$ cat src/rtl/btn_pkg.sv
// Shared types and constants for the pushbutton conditioning logic.
package btn_pkg;

    localparam int unsigned CNT_W         = 24;
    localparam int unsigned CLK_HZ        = 27000000;
    localparam int unsigned CYCLES_PER_MS = CLK_HZ / 1000;

    typedef enum logic [2:0] {
        IDLE,
        DB_PRESS,
        HELD,
        LONG,
        DB_RELEASE
    } state_e;

    function automatic int unsigned ms_to_cycles(input int unsigned ms);
        return ms * CYCLES_PER_MS;
    endfunction

endpackage

$ cat src/rtl/sync_2ff.sv
// Generic 1-bit two-flop synchronizer for asynchronous board inputs.
module sync_2ff (
    input  logic clk,
    input  logic rst,
    input  logic d,
    output logic q
);

    logic meta_q;
    logic sync_q;

    always_ff @(posedge clk or posedge rst) begin
        if (rst) begin
            meta_q <= 1'b0;
            sync_q <= 1'b0;
        end else begin
            meta_q <= d;
            sync_q <= meta_q;
        end
    end

    assign q = sync_q;

endmodule

$ cat src/rtl/button_debouncer.sv
// Debounces an active-low pushbutton into a clean level, press/release/long
// strobes and a wrapping 6-bit press count.
module button_debouncer
    import btn_pkg::*;
#(
    parameter int unsigned DEBOUNCE_CYCLES = ms_to_cycles(10),
    parameter int unsigned LONG_CYCLES     = ms_to_cycles(500)
) (
    input  logic       clk,
    input  logic       rst,
    input  logic       btn_n,
    output logic       pressed,
    output logic       press_pulse,
    output logic       release_pulse,
    output logic       long_pulse,
    output logic [5:0] press_count
);

    localparam logic [CNT_W-1:0] DB_LAST   = CNT_W'(DEBOUNCE_CYCLES - 1);
    localparam logic [CNT_W-1:0] LONG_LAST = CNT_W'(LONG_CYCLES - 1);

    logic             btn_act;
    logic             btn_s;
    state_e           state_q,         state_d;
    logic [CNT_W-1:0] db_cnt_q,        db_cnt_d;
    logic [CNT_W-1:0] hold_cnt_q,      hold_cnt_d;
    logic             long_done_q,     long_done_d;
    logic             pressed_q,       pressed_d;
    logic             press_pulse_q,   press_pulse_d;
    logic             release_pulse_q, release_pulse_d;
    logic             long_pulse_q,    long_pulse_d;
    logic [5:0]       press_count_q,   press_count_d;

    assign btn_act = ~btn_n;

    sync_2ff u_sync (
        .clk (clk),
        .rst (rst),
        .d   (btn_act),
        .q   (btn_s)
    );

    // Debounce FSM; hold_cnt is frozen while a release is being qualified.
    always_comb begin
        state_d         = state_q;
        db_cnt_d        = db_cnt_q;
        hold_cnt_d      = hold_cnt_q;
        long_done_d     = long_done_q;
        press_count_d   = press_count_q;
        press_pulse_d   = 1'b0;
        release_pulse_d = 1'b0;
        long_pulse_d    = 1'b0;

        case (state_q)
            IDLE: begin
                if (btn_s) begin
                    state_d  = DB_PRESS;
                    db_cnt_d = '0;
                end
            end
            DB_PRESS: begin
                if (!btn_s) begin
                    state_d = IDLE;
                end else if (db_cnt_q == DB_LAST) begin
                    state_d       = HELD;
                    press_pulse_d = 1'b1;
                    hold_cnt_d    = '0;
                    press_count_d = press_count_q + 6'd1;
                end else begin
                    db_cnt_d = db_cnt_q + CNT_W'(1);
                end
            end
            HELD: begin
                if (!btn_s) begin
                    state_d  = DB_RELEASE;
                    db_cnt_d = '0;
                end else if (hold_cnt_q == LONG_LAST) begin
                    state_d      = LONG;
                    long_pulse_d = 1'b1;
                    long_done_d  = 1'b1;
                end else begin
                    hold_cnt_d = hold_cnt_q + CNT_W'(1);
                end
            end
            LONG: begin
                if (!btn_s) begin
                    state_d  = DB_RELEASE;
                    db_cnt_d = '0;
                end
            end
            DB_RELEASE: begin
                if (btn_s) begin
                    state_d = long_done_q ? LONG : HELD;
                end else if (db_cnt_q == DB_LAST) begin
                    state_d         = IDLE;
                    release_pulse_d = 1'b1;
                    long_done_d     = 1'b0;
                end else begin
                    db_cnt_d = db_cnt_q + CNT_W'(1);
                end
            end
            default: begin
                state_d = IDLE;
            end
        endcase

        pressed_d = (state_d == HELD) || (state_d == LONG) || (state_d == DB_RELEASE);
    end

    always_ff @(posedge clk or posedge rst) begin
        if (rst) begin
            state_q         <= IDLE;
            db_cnt_q        <= '0;
            hold_cnt_q      <= '0;
            long_done_q     <= 1'b0;
            pressed_q       <= 1'b0;
            press_pulse_q   <= 1'b0;
            release_pulse_q <= 1'b0;
            long_pulse_q    <= 1'b0;
            press_count_q   <= '0;
        end else begin
            state_q         <= state_d;
            db_cnt_q        <= db_cnt_d;
            hold_cnt_q      <= hold_cnt_d;
            long_done_q     <= long_done_d;
            pressed_q       <= pressed_d;
            press_pulse_q   <= press_pulse_d;
            release_pulse_q <= release_pulse_d;
            long_pulse_q    <= long_pulse_d;
            press_count_q   <= press_count_d;
        end
    end

    assign pressed       = pressed_q;
    assign press_pulse   = press_pulse_q;
    assign release_pulse = release_pulse_q;
    assign long_pulse    = long_pulse_q;
    assign press_count   = press_count_q;

endmodule

$ cat config.mk
export PLATFORM = sky130hd
export DESIGN_NAME = button_debouncer
export DESIGN_NICKNAME = d
export VERILOG_FILES = /design/src/rtl/btn_pkg.sv /design/src/rtl/sync_2ff.sv /design/src/rtl/button_debouncer.sv
export SDC_FILE = /design/constraint.sdc
export NUM_CORES = 1
export LEC_CHECK = 0
export CORE_MARGIN = 8
export CORE_UTILIZATION = 60
export CTS_CLUSTER_SIZE = 16
export DETAILED_ROUTE_END_ITERATION = 10
export HOLD_SLACK_MARGIN = 0.15
export PLACE_DENSITY = 0.79
export SLEW_MARGIN = 20
export SYNTH_ARGS = -nofsm -noshare
export SYNTH_HDL_FRONTEND = slang
export SYNTH_SLANG_ARGS = --single-unit
$ cat constraint.sdc
create_clock -name clk -period 5.63 [get_ports clk]
set_clock_uncertainty 0.15 [all_clocks]
set_input_delay 1.126 -clock clk [delete_from_list [all_inputs] [get_ports clk]]
set_output_delay 1.126 -clock clk [all_outputs]
set_load 0.01 [all_outputs]
* Word-level counts from Yosys, hierarchy flattened
Index checks and enable logic that the tools add are counted. Widths: inputs -> output; s select.
Word-level totals: register bits 64, latch bits 0, RAM bits 0, memory bits (read-only) 0, input bits 3, output and inout bits 10, logic and storage cells 78, memories 0
Cells by class: add/subtract/negate cells 3, multipliers 0, div/mod/pow operators 0, $lt $le $gt $ge 0, equal/unequal tests 18, shifts and indexed selects 0, mux-type cells 34, bitwise operators 1, reduce and logical (&&, ||, !) cells 11
Operators by type and width (number):
- $mux 24 | 9
- $pmux 24 s4 | 1
- $add 24x1->24 const B | 2
- $pmux 24 s2 | 1
- $eq 24x19->1 const B | 1
- $eq 24x24->1 const B | 1
- $mux 3 | 8
- $pmux 3 s5 | 1
- $reduce_and 5->1 | 3
- $mux 1 | 13
- $eq 3x2->1 const B | 4
- $ne 2x2->1 const B | 6
- $add 6x1->6 const B | 1
- $eq 3x3->1 const B | 2
- $ne 2x1->1 const B | 3
- $reduce_bool 2->1 | 2
- $reduce_bool 4->1 | 1
- $eq 3x1->1 const B | 1
- $logic_not 3->1 | 1
- $reduce_and 3->1 | 1
- $logic_or 1x1->1 | 2
- $pmux 1 s2 | 1
- $reduce_or 2->1 | 1
- $not 1->1 | 1

* Depth between registers and ports, before layout
depth after elaboration 7, depth in mapped cells 8, depth with buffers taken out 6

* Cells and area by module
From an unflattened synthesis, not the netlist that was laid out.
Unflattened totals: cells, all modules 367, area, all modules 3494.6 µm²
By module, submodules not included:
- button_debouncer | instances 1, cells each 364, area each 3440.8 µm², sequential area each 1551.5 µm²
- sync_2ff | instances 1, cells each 3, area each 53.8 µm², sequential area each 50.0 µm²

* Worst setup path after synthesis
OpenSTA, ideal clock, no wires.
path kind flip-flop to flip-flop, start point register hold_cnt_q[17], end point register hold_cnt_q[1], setup time 0.128 ns, arrival 1.901 ns, required time 5.352 ns, path slack 3.452 ns, stages on the path, launching flop included 6, path buffers 0, period minus slack after synthesis 2.178 ns, cells stage by stage dfrtp_1 -> or4b_4 -> nor4_1 -> nand3_1 -> a21oi_2 -> mux2_1
On the way: cells in the longest elaborated chain, start to end 3
Ends and longest elaborated chain:
- start, declared | line button_debouncer.sv:26 | logic [CNT_W-1:0] hold_cnt_q, hold_cnt_d;
- start signal, assigned | line button_debouncer.sv:124 | hold_cnt_q <= hold_cnt_d;
- $eq 24x24->1 | line button_debouncer.sv:77 | end else if (hold_cnt_q == LONG_LAST) begin
- $ne 2x2->1 (no source line)
- $reduce_and 5->1 (no source line)
Every way passes these cells. A chain may end at the register's enable or synchronous reset.

* Final worst setup path
start point register press_count_q[3] (netlist: press_count[3]), end point output press_count[3]
RTL lines:
- start, declared | line button_debouncer.sv:32 | logic [5:0] press_count_q, press_count_d;
- start signal, assigned | line button_debouncer.sv:130 | press_count_q <= press_count_d;
- end, declared | line button_debouncer.sv:16 | output logic [5:0] press_count
No word-level cell between the ends.

==> metrics list <==
- The most critical setup path has its endpoint at press_count[3].
- Number of hold violations in the final report: 0
* Initial antenna violation count: 0
- Length of the first detailed-routing pass in iterations: 4
* Critical setup path kind: reg -> out
- Starting DRT DRC Count: 167
* PwrDens: 234 nW/um2
- Final critical path time including I/O delays and setup: 2590 ps
- Critical path's slowest cell: clkdlybuf4s50_1
- Yosys warns: 0
- At the end of routability-driven placement, the weighted congestion stood at 0.888.
- Entering global routing, the biggest net connects 65 pins.
- Synth-to-layout area growth: 8.93%
* DR WL/cell: 16.4 um
- Ant diodes: 0
- The H-tree generated during clock tree synthesis spans 3 levels.
- On the final layout, the worst hold slack is 199 ps.
- The final route contains 2,730 vias.
* Number of nets with antenna violations after routing: 0
- The number of slew-limit violations in the final report was 0.
- Largest vdd supply drop: 0.000216 V
- Broken down by cell family, the worst path's largest delay share belongs to buffers and inverters.
* Dominant register cell in the synthesized netlist: dfrtp_1
- Clock-pin transition on the worst setup and hold timing paths: 70 ps
- The clock passes through at most 2 buffers.
- Total leakage power: 1.46 nW
- Initial core utilization: 0.618
- Synth Area in Compound Gates: 0.119
- Row cnt: 27
- Commonest cells after routing, fill and taps aside: dfrtp_1 (64), nand2_1 (34), nor2_1 (29)
- XOR/XNOR share of the synthesized area: 0.0617
- The run finished with clean final reports.
- Synthesis produced 359 cells.
* Share of synthesized flip-flops with an asynchronous set or reset: 1.00
- Number of enable-type register cells in the synthesized netlist: 0
- The via count of the first global-routing pass came to 2,677.
- Of the post-synthesis cell area, the dominant cell type holds 0.470.
- GRT overflow: 0
* Multiplexer fraction of the synthesized cell area: 0.0209
- Cells taking the most area after synthesis: dfrtp_1 (47%), xnor2_1 (5.9%), nand2_1 (3.7%), nor2_1 (3.2%), nand3_1 (2.9%)
* Reg2Reg Depth: 5
* Dominant cell type by area after synthesis: dfrtp_1
- Number of buffers added to fix hold violations after cts: 0
- Instance count after placement with tap cells included: 427
- Counting instances, the worst hold path has a depth of 0.
- Synthesized area per cell: 9.48 um2
- Die Outline Area: 8340 um2
- Clock latency at the later pin of the worst-skew pair: 340 ps
- Number of gates given a new drive strength after cts: 0
- Of the total synthesized cell area, the portion taken by AND, OR, NAND and NOR gates is 0.276.
* Overall die width: 91.3 um
- The tree is rooted in a clkbuf_8.
- Worst path arrival time: 1320 ps
- Along the worst path, the maximum fanout reaches 4.
* Flop and latch count out of synthesis: 64
* Maximum achievable frequency: 386 MHz
- Summing every instance area after synthesis gives 3400 um2.
* Crit-path max cell delay: 560 ps
- Final setup violation count: 0
* Die Span Y: 91.3 um
* Worst min-delay path class: reg -> reg
- Num CTS Buffers: 9
- Setup total negative slack on the finished layout was measured at 0 ps.
- Buffers & Inverters on Critical Path: 1
- Of the available clock period, the critical path in the final layout requires 0.461.
* Dominant combinational cell family by area after synthesis: simple AND/OR/NAND/NOR gates
- Walking the worst path, the cells encountered are clkdlybuf4s50_1.
- Ports placed on the boundary: 13
- Post-layout net count: 372
* Number of standard cells in the final layout excluding fillers: 440
* Total number of cells along the worst setup path: 1
- CTS saw 64 sinks.
- The worst setup path is launched from a register.
- The first global-routing pass estimated 12.7 mm of wire.
- Data on the critical path is required at its endpoint by 4350 ps.
- In this run the worst setup path begins at press_count[3].
- Setup slack of the worst register-to-register path: 3190 ps
- Of the total synthesized cell area, the portion taken by full adders, half adders and majority gates is 0.0110.
- The region available for standard cell placement spans 5510 um2.
- Slew of the pin with the lowest slew margin: 1060 ps
- Vias/cell: 6.20
- Total track usage: 0.186
- TritonCTS built the clock tree.
* Headroom to the max-slew limit: 0.291
- The worst register-to-register path ends at db_cnt_q[18].
* Crit. End Element: output pin
- Number of buffers inserted by post-CTS setup repair: 0
- Post-synthesis cell type count: 55
* Share of cells above drive strength 1: 0.0815
* Mapped Nets: 365
- The library cell used most frequently in the layout, excluding fill and tap cells, is dfrtp_1.
- The share of the Yosys chip area taken by registers is 0.470.
* Remaining routing DRC violations: 0
- Across the run, the number of max-cap violations was 0.
- In this run the critical register-to-register path is launched from u_sync.q.
* Count of buffers inserted at the top-level ports: 12
- Total routed wirelength: 7.22 mm
- The wire-length estimate of the detail-placed layout is 4.75 mm.
- Unrepaired setup endpoints after global routing: false
[cell usage after synthesis, drive strengths merged, types with 3 or more instances]
library cell	number
inv	14
nand3b	3
nor4	7
or3	11
o21ai	17
mux2i	6
dfrtp	64
nor3	14
a21oi	17
a211oi	4
nor2	30
buf	8
nand2	34
ha	3
nand4	12
xnor2	23
clkbuf	9
and3	7
nor3b	3
and2	4
nand3	20
o31ai	3
or4	5
o211ai	7
and4	7
a2111oi	4
[power breakdown]
part | total [mW] | internal [mW] | switching, mW
registers | 0.468 | 0.463 | 0.00488
logic | 0.0241 | 0.00622 | 0.0179
clock network | 0.376 | 0.210 | 0.166
total | 0.868 | 0.679 | 0.189
[per-layer routing]
metal / wire [um] / global-route usage / up-vias
li1: - / - / 1317
met1: 3240 / 0.220 / 1351
met2: 3560 / 0.307 / 46
met3: 258 / 0.0403 / 16
met4: 157 / 0.105 / 0
met5: 0 / 0 / -
[how the worst min path moves through the flow]
| stage | startpoint | to |
|---|---|---|
| 2_1_floorplan | u_sync.meta_q | u_sync.q |
| 3_3_place_gp | u_sync.meta_q | u_sync.q |
| 3_5_place_dp | u_sync.meta_q | u_sync.q |
| 4_1_cts | u_sync.meta_q | u_sync.q |
| 5_1_grt | u_sync.meta_q | u_sync.q |
| 6_report | u_sync.meta_q | u_sync.q |
[logic make-up (layout without fill, tap and decap cells)]
group                    count (synthesis)  after routing
buffers and inverters                   31             40
flip-flops                              64             64
AO/OA/AOI/OAI                           62             62
AND/OR/NAND/NOR                        168            168
multiplexers                             7              7
XOR/XNOR                                24             24
adder cells (fa/ha/maj)                  3              3
[per-stage QoR]
stage	power (mW)	utilization	instance area, um2	setup slack [ps]
floorplan	0.493	-	3400	2760
global placement	0.500	0.642	3530	3220
detailed placement	0.501	0.642	3530	3210
CTS	0.873	0.673	3710	3010
global route	0.895	0.673	3710	2980
finish	0.868	0.673	3710	3040
[sequential cells by signal, summed over array words and instances, names as in the netlist]
| name | cells |
|---|---|
| db_cnt_q | 24 |
| hold_cnt_q | 24 |
| press_count | 6 |
| state_q | 3 |
| long_done_q | 1 |
| long_pulse | 1 |
| press_pulse | 1 |
| pressed | 1 |
| release_pulse | 1 |
| u_sync.meta_q | 1 |
| u_sync.q | 1 |
[final cells by class]
type	instances	area, um2
fillers	428	1800
multi-input cells	264	1660
flip-flops and latches	64	1600
clock buffers	12	145
repair buffers	13	128
well taps	72	90.1
inverters	14	52.6
clock inverters	1	30.0
Note: power is estimated with default switching activity, not from simulation.
